## src/rtl/pump_sequencer.sv

```systemverilog
// -----------------------------------------------------------------------------
// pump_sequencer
//   Soft-start / soft-stop sequencer for two mutually exclusive pumps.
//   Pump A fills and pump B returns/drains. A request is granted in IDLE, with
//   B winning ties. The duty then ramps up to PWM_TARGET, holds in RUN, ramps
//   back down to zero, and waits DEAD_TIME idle cycles before the next grant.
//
//   Optional feature, macro PUMP_SEQ_FILL_TIMEOUT_EN:
//     Adds a fill watchdog. Pump A may stay on (RAMP_UP/RUN) without the full
//     float for at most FILL_TIMEOUT cycles. When that limit is reached the
//     block latches FAULT and stays there until the fault is cleared with both
//     requests low.
//
// Ports
//   clk_fpga      in   1  system clock
//   reset         in   1  asynchronous reset, active low
//   i_req_a       in   1  run request, pump A (fill)
//   i_req_b       in   1  run request, pump B (return/drain)
//   i_boia_cheia  in   1  full float, already synchronised
//   i_fault_clr   in   1  fault clear pulse
//   o_duty_a      out  8  duty cycle to the pump A PWM generator
//   o_duty_b      out  8  duty cycle to the pump B PWM generator
//   o_busy        out  1  high in every state except IDLE
//   o_fault       out  1  fill-timeout fault latched
// -----------------------------------------------------------------------------
module pump_sequencer #(
  parameter logic [7:0]  PWM_TARGET   = 8'd230,
  parameter logic [7:0]  RAMP_STEP    = 8'd10,
  parameter int unsigned RAMP_TICK    = 1000,
  parameter int unsigned DEAD_TIME    = 500,
  parameter int unsigned FILL_TIMEOUT = 50_000_000
) (
  input  logic       clk_fpga,
  input  logic       reset,
  input  logic       i_req_a,
  input  logic       i_req_b,
  input  logic       i_boia_cheia,
  input  logic       i_fault_clr,
  output logic [7:0] o_duty_a,
  output logic [7:0] o_duty_b,
  output logic       o_busy,
  output logic       o_fault
);

  typedef enum logic [2:0] {
    IDLE,
    RAMP_UP,
    RUN,
    RAMP_DOWN,
    DEAD
`ifdef PUMP_SEQ_FILL_TIMEOUT_EN
    , FAULT
`endif
  } state_t;

  state_t      state, state_nxt;
  logic        sel, sel_nxt;            // 0 = pump A, 1 = pump B
  logic [7:0]  duty, duty_nxt;
  logic [31:0] tick_cnt, tick_nxt;
  logic [31:0] dead_cnt, dead_nxt;

  logic        abort;
  logic        tick_hit;
  logic [8:0]  duty_sum;
  logic [7:0]  duty_up, duty_dn;

  // Ramp arithmetic is done in 9 bits so the sum saturates instead of wrapping.
  assign duty_sum = {1'b0, duty} + {1'b0, RAMP_STEP};
  assign duty_up  = (duty_sum >= {1'b0, PWM_TARGET}) ? PWM_TARGET : duty_sum[7:0];
  assign duty_dn  = (duty > RAMP_STEP) ? (duty - RAMP_STEP) : 8'd0;
  assign tick_hit = (tick_cnt == RAMP_TICK - 32'd1);

  // The active pump stops when its own request drops or the other one asks.
  assign abort = sel ? (!i_req_b || i_req_a) : (!i_req_a || i_req_b);

`ifdef PUMP_SEQ_FILL_TIMEOUT_EN
  logic [31:0] fill_cnt, fill_nxt;
  logic        fill_run;
  assign fill_run = !sel && !i_boia_cheia && (state == RAMP_UP || state == RUN);
`else
  // The watchdog inputs and its limit have no function in this build.
  logic unused_fill;
  assign unused_fill = ^{i_boia_cheia, i_fault_clr, FILL_TIMEOUT};
`endif

  always_comb begin
    // NOTE: every output of this block gets a default first, so no path can
    // leave a value unassigned and infer a latch.
    state_nxt = state;
    sel_nxt   = sel;
    duty_nxt  = duty;
    tick_nxt  = tick_cnt + 32'd1;
    dead_nxt  = 32'd0;

    case (state)
      IDLE: begin
        duty_nxt = 8'd0;
        tick_nxt = 32'd0;
        if (i_req_b) begin
          state_nxt = RAMP_UP;
          sel_nxt   = 1'b1;
        end else if (i_req_a) begin
          state_nxt = RAMP_UP;
          sel_nxt   = 1'b0;
        end
      end

      RAMP_UP: begin
        if (abort) begin
          // Ramp down from wherever the ramp-up had reached.
          state_nxt = RAMP_DOWN;
          tick_nxt  = 32'd0;
        end else if (duty == PWM_TARGET) begin
          state_nxt = RUN;
          tick_nxt  = 32'd0;
        end else if (tick_hit) begin
          duty_nxt = duty_up;
          tick_nxt = 32'd0;
          if (duty_up == PWM_TARGET) state_nxt = RUN;
        end
      end

      RUN: begin
        duty_nxt = PWM_TARGET;
        tick_nxt = 32'd0;
        if (abort) state_nxt = RAMP_DOWN;
      end

      RAMP_DOWN: begin
        // Requests are deliberately ignored here: a stop always completes.
        if (duty == 8'd0) begin
          state_nxt = DEAD;
          tick_nxt  = 32'd0;
        end else if (tick_hit) begin
          duty_nxt = duty_dn;
          tick_nxt = 32'd0;
          if (duty_dn == 8'd0) state_nxt = DEAD;
        end
      end

      DEAD: begin
        duty_nxt = 8'd0;
        tick_nxt = 32'd0;
        if (dead_cnt == DEAD_TIME - 32'd1) state_nxt = IDLE;
        else                                dead_nxt  = dead_cnt + 32'd1;
      end

`ifdef PUMP_SEQ_FILL_TIMEOUT_EN
      FAULT: begin
        duty_nxt = 8'd0;
        tick_nxt = 32'd0;
        if (i_fault_clr && !i_req_a && !i_req_b) state_nxt = IDLE;
      end
`endif

      default: begin
        state_nxt = IDLE;
        duty_nxt  = 8'd0;
        tick_nxt  = 32'd0;
      end
    endcase

`ifdef PUMP_SEQ_FILL_TIMEOUT_EN
    // The watchdog overrides every other transition; the pump stops at once.
    fill_nxt = 32'd0;
    if (fill_run) begin
      fill_nxt = fill_cnt + 32'd1;
      if (fill_cnt == FILL_TIMEOUT - 32'd1) begin
        state_nxt = FAULT;
        duty_nxt  = 8'd0;
        tick_nxt  = 32'd0;
        dead_nxt  = 32'd0;
        fill_nxt  = 32'd0;
      end
    end
`endif
  end

  // NOTE: sequential state uses non-blocking assignments only, so every
  // register samples the pre-edge values regardless of statement order.
  always_ff @(posedge clk_fpga or negedge reset) begin
    if (!reset) begin
      state    <= IDLE;
      sel      <= 1'b0;
      duty     <= 8'd0;
      tick_cnt <= 32'd0;
      dead_cnt <= 32'd0;
      o_duty_a <= 8'd0;
      o_duty_b <= 8'd0;
      o_busy   <= 1'b0;
    end else begin
      state    <= state_nxt;
      sel      <= sel_nxt;
      duty     <= duty_nxt;
      tick_cnt <= tick_nxt;
      dead_cnt <= dead_nxt;
      // Outputs are registered copies of the next state, so a single sel bit
      // steers the duty and both pumps can never be driven together.
      o_duty_a <= sel_nxt ? 8'd0 : duty_nxt;
      o_duty_b <= sel_nxt ? duty_nxt : 8'd0;
      o_busy   <= (state_nxt != IDLE);
    end
  end

`ifdef PUMP_SEQ_FILL_TIMEOUT_EN
  always_ff @(posedge clk_fpga or negedge reset) begin
    if (!reset) begin
      fill_cnt <= 32'd0;
      o_fault  <= 1'b0;
    end else begin
      fill_cnt <= fill_nxt;
      o_fault  <= (state_nxt == FAULT);
    end
  end
`else
  assign o_fault = 1'b0;
`endif

endmodule

```

## config.mk

```make
export PLATFORM = sky130hd
export DESIGN_NAME = pump_sequencer
export DESIGN_NICKNAME = d
export VERILOG_FILES = /design/src/rtl/pump_sequencer.sv
export SDC_FILE = /design/constraint.sdc
export NUM_CORES = 1
export LEC_CHECK = 0
export CAP_MARGIN = 20
export CORE_AREA = 8 8 128 82
export DETAILED_ROUTE_END_ITERATION = 10
export DIE_AREA = 0 0 136 90
export PLACE_DENSITY = 0.78
export SLEW_MARGIN = 5
export SYNTH_ARGS = -nofsm -noshare
export SYNTH_HDL_FRONTEND = slang
export SYNTH_SLANG_ARGS = --single-unit
```

## constraint.sdc

```tcl
create_clock -name clk_fpga -period 3.7 [get_ports clk_fpga]
set_input_delay 0.74 -clock clk_fpga [delete_from_list [all_inputs] [get_ports clk_fpga]]
set_output_delay 0.74 -clock clk_fpga [all_outputs]
set_load 0.05 [all_outputs]
```

==> qor.csv, run 1 <==
metric;value;unit
# IOs;24;
share of the synthesized area in the top cell type;0.464;
drt wl/cell;17.4;um
Synth Area in Simple Gates;0.269;
Post-Synth XOR/XNOR Area;0.106;
Total Routing Usage GR;0.195;
RSZ-0062 raised after global routing;false;
CP top delay family;compound AO/OA/AOI/OAI gates;
max-slew violations;0;
power density cells;355;nW/um2
Max VDD drop;278;uV
# hold bufs at CTS;0;
DR vias;4144;
Avg Cell Area, Syn;9.40;um2
Max Fclk;326;MHz
clk_skew;0.00776;ns
largest family of logic cells by synthesized area;simple AND/OR/NAND/NOR gates;
post-synthesis mux area share;0.00199;
Arr. time, crit path;3.29;ns
outcome;complete, no violations;
DP Wirelength;8.06;mm
Yosys top cell by area;dfrtp_1;
Post-Layout Cell Count;671;
# setup viols final;0;
PortBufs;20;
EDFF count, synth;0;
dpl ws;0.526;ns
Cells after Synth;534;
Cells after DPL;655;
# rows;27;
r2r startpoint;duty[1]$_DFF_PN0_;
GR Overflow Total;0;
CP required;3.92;ns
CTS Root Buffer Type;clkbuf_16;
Adder-Cell Fraction of Synth Area;0.0150;
max-cap viol count;0;
relative slew slack;0.310;
Initial Utilization;0.571;
final instance area;5610;um2
syn_nets;546;
die height;90;um
Tcrit/Tclk final;0.830;
Worst-Margin Slew;1.03;ns
Final nets;562;
CTS tree;built;
vias per cell;6.18;
Die W;136;um
Worst setup EP type;flop;
Worst setup SP type;flop;
sequential share of the synthesized area;0.464;
count of cell types in the netlist;67;
layout cells sized above 1;0.0739;
min cycle time layout;3.07;ns
critical path class;flop to flop;
Crit-path slowest cell;dfrtp_1;
Layout area overhead;11.8;%
final hold slack;0.395;ns
Main synth FF type;dfrtp_1;
ys async rst share;1.00;
remaining antenna violation count;0;
CTS buffer count;9;
FF-to-FF setup slack;0.63;ns
fin util;0.639;
Ys Warns;0;
Cell Chain, Critical Path;inv_1, ha_1, nor3b_1, a311o_1, a21oi_4, a2bb2oi_1, o22ai_1, or4b_1;
hold crit path type;input port to asynchronous set/reset pin;
final hold vios;0;
worst path bufs/invs;1;
pin count of the biggest net entering global routing;48;
clk slew on worst S/H paths;0.06;ns
total die area;12200;um2
Skew-Pair Late Insertion Delay;0.35;ns
setup ws final;0.631;ns
Post-DP Area;5310;um2
post-cts gate resize count;0;
vias in the first global route;3937;
Compound-Gate Fraction of Synth Area;0.105;
Worst R2R End;o_busy$_DFF_PN0_;
post-CTS setup buffers;0;
Power, Total;1.99;mW
number of inserted diodes;0;
crit-path max FO;13;
synth top area cells;dfrtp_1 46%, nor2_1 7.3%, xor2_1 7.0%, xnor2_1 3.7%, nand3_1 3.4%;
R2R depth;8;
GPL Wtd Cong;0.937;
Largest stage delay, worst path;0.59;ns
Core ar.;8780;um2
Post-Syn Area;5020;um2
Initial DRT Pass Iterations;5;
antenna violations before repair;0;
total wire length;11.7;mm
global-route wire length before repair;19.6;mm
H-Tree Depth;3;
setup TNS;0;ns
static leakage;2.36;nW
CTS Sinks;93;
Initial DRC Count;509;
Synth Register Bits;93;
Residual DRC;0;
Bufs on Longest Clock Path;2;
==> metal layers <==
layer / GRT usage / vias up / wire (um)
met5: 0 / - / 0
met2: 0.284 / 153 / 5320
met1: 0.273 / 2051 / 5320
li1: - / 1911 / -
met4: 0.0719 / 0 / 231
met3: 0.0522 / 29 / 825
==> cells in the mapped netlist, types with 4 or more instances <==
cell type / instances
and2_1: 4
nor2b_1: 4
nand2b_1: 4
a21oi_1: 10
and4_1: 9
nand3_1: 34
buf_2: 9
inv_1: 17
nand2_1: 39
xnor2_1: 21
o21ai_0: 8
a31oi_1: 8
and3_1: 8
dfrtp_1: 93
xor2_1: 40
nand4_1: 15
nor3_1: 8
clkbuf_1: 8
ha_1: 6
o211ai_1: 7
nor4_1: 15
nor2_1: 97
==> sequential cells by signal, indices dropped and copies added (netlist names) <==
name	count
dead_cnt	32
tick_cnt	32
state	3
o_duty_b	8
duty	8
sel	1
o_busy	1
o_duty_a	8
==> worst reg2reg max path, stage by stage, from the launching register on <==
cell and delay, ns:
dfrtp_1 0.59, inv_1 0.18, ha_1 0.36, nor3b_1 0.17, a311o_1 0.38, a21oi_4 0.30, a2bb2oi_1 0.29, o22ai_1 0.15
or4b_1 0.52
==> worst max-delay path by stage <==
stage                     depth (start not counted)               from                     end
after floorplan                                   9  duty[1]$_DFF_PN0_        o_busy$_DFF_PN0_
after global placement                            8            i_req_a   tick_cnt[7]$_DFF_PN0_
after detailed placement                          8            i_req_a  tick_cnt[29]$_DFF_PN0_
after CTS                                         8  duty[1]$_DFF_PN0_        o_busy$_DFF_PN0_
after global routing                              8  duty[1]$_DFF_PN0_        o_busy$_DFF_PN0_
final                                             8  duty[1]$_DFF_PN0_        o_busy$_DFF_PN0_
==> logic make-up after synthesis <==
| kind of cell | count (synthesis) |
|---|---|
| compound gates | 72 |
| xor+xnor | 61 |
| fa+ha+maj | 6 |
| buf+inv | 40 |
| flops | 93 |
| mux | 1 |
| other cells | 1 |
| simple gates | 260 |
==> layout by cell type, fill, tap and decap left out, types with 10 or more instances in the layout <==
| cell | n |
|---|---|
| nor2_1 | 97 |
| dfrtp_1 | 93 |
| xor2_1 | 40 |
| nand2_1 | 39 |
| nand3_1 | 34 |
| xnor2_1 | 21 |
| clkdlybuf4s50_1 | 19 |
| inv_1 | 17 |
| nor4_1 | 15 |
| nand4_1 | 15 |
| a21oi_1 | 10 |
==> power by group <==
part           internal (mW)  total, mW  switching (mW)
Sequential              1.02       1.02         0.00223
Combinational        0.00821     0.0403          0.0321
Clock                  0.543      0.932           0.389
==> layout make-up <==
class,count,area [um2]
Clock buffer,11,243
Clock inverter,5,58.8
Fill cell,711,3170
Inverter,18,67.6
Multi-Input combinational cell,401,2520
Sequential cell,93,2330
Tap cell,116,145
Timing Repair Buffer,27,250
No activity file was read; power rests on OpenSTA's default activity.
==> inputs of run 2 (changes only) <==
==> constraint.sdc (replaced) <==
create_clock -name clk_fpga -period 2.85 [get_ports clk_fpga]
set_input_delay 0.57 -clock clk_fpga [delete_from_list [all_inputs] [get_ports clk_fpga]]
set_output_delay 0.57 -clock clk_fpga [all_outputs]
set_load 0.05 [all_outputs]
==> qor.csv, run 2 (synthesized netlist as in run 1, its figures left out) <==
metric;value;unit;change
commonest non-fill, non-tap cells in the layout;97 x nor2_1, 93 x dfrtp_1, 40 x xor2_1;;
most common cell after layout, fill and taps aside;nor2_1;;
final hold vios;0;;unchanged
GPL Wtd Cong;0.930;;-0.73%
pin count of the biggest net entering global routing;57;;+19%
multi-input logic area;2520;um2;unchanged
crit-path max FO;5;;-8
clk_skew;0.00867;ns;+0.000902 ns
DR vias;4150;;+0.14%
Power, Total;2.69;mW;+35%
hold crit path type;input port to asynchronous set/reset pin;;
post-CTS setup buffers;0;;unchanged
# rows;27;;unchanged
Combinational Power Share;0.021;;about the same
layout cells sized above 1;0.101;;+0.0275
total die area;12200;um2;unchanged
remaining antenna violation count;0;;unchanged
fin util;0.659;;+0.0199
worst path bufs/invs;1;;unchanged
Cells after DPL;672;;+2.6%
CTS tree;built;;
r2r startpoint;duty[2]$_DFF_PN0_;;
relative slew slack;0.611;;+0.301
CTS Root Buffer Type;clkbuf_16;;
Largest regs;dead_cnt (32), tick_cnt (32);;
post-cts gate resize count;0;;unchanged
Worst R2R End;o_busy$_DFF_PN0_;;
# setup viols final;0;;unchanged
critical path class;flop to flop;;
GR Overflow Total;0;;unchanged
die height;90;um;unchanged
PortBufs;20;;unchanged
Final nets;579;;+3.0%
power density cells;464;nW/um2;+31%
Initial DRT Pass Iterations;6;;+1
Worst setup SP type;flop;;
drt wl/cell;17.3;um;-0.74%
DP Wirelength;8.34;mm;+3.5%
FF/Latch Area;2330;um2;unchanged
CP top delay family;compound AO/OA/AOI/OAI gates;;
Max VDD drop;351;uV;+27%
Skew-Pair Late Insertion Delay;0.35;ns;about the same
vias in the first global route;3988;;+1.3%
Bufs on Longest Clock Path;2;;unchanged
Post-Layout Cell Count;688;;+2.5%
CTS buffer count;9;;unchanged
Worst setup EP type;flop;;
Fill cells;688;;-3.2%
Clk pwr share;0.486;;+0.018
max-cap viol count;0;;unchanged
setup TNS;0;ns;unchanged
Arr. time, crit path;2.89;ns;-0.40 ns
Die W;136;um;unchanged
dpl ws;0.100;ns;-0.425 ns
P_sw;0.558;mW;+32%
CTS Sinks;93;;unchanged
vias per cell;6.03;;-2.3%
Reg power frac;0.492;;-0.020
max-slew violations;0;;unchanged
CP required;3.07;ns;-0.85 ns
Residual DRC;0;;unchanged
Core ar.;8780;um2;unchanged
Tcrit/Tclk final;0.937;;+0.108
total wire length;11.9;mm;+1.8%
origin of the worst setup path;duty[2]$_DFF_PN0_;;
number of inserted diodes;0;;unchanged
setup ws final;0.179;ns;-0.452 ns
Cell Chain, Critical Path;inv_1, ha_1, nor3b_1, a311o_1, a21oi_4, a2bb2oi_1, o22ai_1, or4b_1;;
FF-to-FF setup slack;0.18;ns;-0.45 ns
outcome;complete, no violations;;
R2R depth;8;;unchanged
H-Tree Depth;3;;unchanged
# IOs;24;;unchanged
# hold bufs at CTS;0;;unchanged
Layout area overhead;15.3;%;
global-route wire length before repair;20.1;mm;+2.7%
min cycle time layout;2.67;ns;-0.398 ns
Initial Utilization;0.571;;unchanged
static leakage;2.46;nW;+4.3%
antenna violations before repair;0;;unchanged
Initial DRC Count;564;;+11%
Largest stage delay, worst path;0.53;ns;-0.06 ns
Pint;2.13;mW;+36%
Total Routing Usage GR;0.202;;+0.00603
Max Fclk;374;MHz;+15%
Worst-Margin Slew;0.583;ns;-0.451 ns
RSZ-0062 raised after global routing;false;;
sw frac;0.208;;-0.00455
clk slew on worst S/H paths;0.06;ns;about the same
Crit-path slowest cell;or4b_1;;
-- run 2: changes by cell type in the layout (fill, tap and decap cells not counted), sizes merged --
cell | before | now
buf | 8 | 25
bufinv | 1 | 2
clkinvlp | 2 | 1
-- run 2: area by class of cell --
cell class / instances / share of cell area
Inverter: 18 / 0.0117
Sequential cell: 93 / 0.402
Timing Repair Buffer: 44 / 0.0696
Multi-Input combinational cell: 401 / 0.436
Tap cell: 116 / 0.0251
Clock inverter: 5 / 0.0141
Clock buffer: 11 / 0.0419
-- run 2: worst register-to-register path, stage by stage (launching register included) --
cell and delay [ns]:
dfrtp_1 0.43, inv_1 0.11, ha_1 0.34, nor3b_1 0.18, a311o_1 0.36, a21oi_4 0.21
a2bb2oi_1 0.24, o22ai_1 0.14, or4b_1 0.53
-- run 2: worst max path at each step --
stage | to | cells after the start | slack (ns)
3_5_place_dp | o_duty_b[6]$_DFF_PN0_ | 7 | 0.10
2_1_floorplan | o_busy$_DFF_PN0_ | 9 | 0.30
5_1_grt | o_duty_b[5]$_DFF_PN0_ | 8 | 0.02
3_3_place_gp | o_duty_a[6]$_DFF_PN0_ | 7 | 0.12
6_report | o_busy$_DFF_PN0_ | 8 | 0.18
4_1_cts | o_busy$_DFF_PN0_ | 8 | 0.20
-- run 2: metal layers --
metal	part of all wire	track usage	vias to the layer above
li1	-	-	1947
met1	0.47	0.289	2022
met2	0.45	0.289	160
met3	0.073	0.0561	21
met4	0.014	0.0582	0
met5	0	0	-
-- run 2: power groups by stage --
| stage | combinational, mW | clock, mW | sequential, mW |
|---|---|---|---|
| final | 0.0571 | 1.31 | 1.32 |
| after global routing | 0.0645 | 1.39 | 1.32 |
| after CTS | 0.0584 | 1.33 | 1.32 |
| after detailed placement | 0.0584 | 0 | 1.35 |
| after global placement | 0.0573 | 0 | 1.35 |
| after floorplan | 0.0163 | 0 | 1.35 |
-- run 2: metrics by stage --
stage	instance area (um2)	hold WS, ns
3_5_place_dp	5460	0.479
4_1_cts	5790	0.195
2_1_floorplan	5020	0.274
6_report	5790	0.182
3_3_place_gp	5460	0.470
5_1_grt	5790	0.222
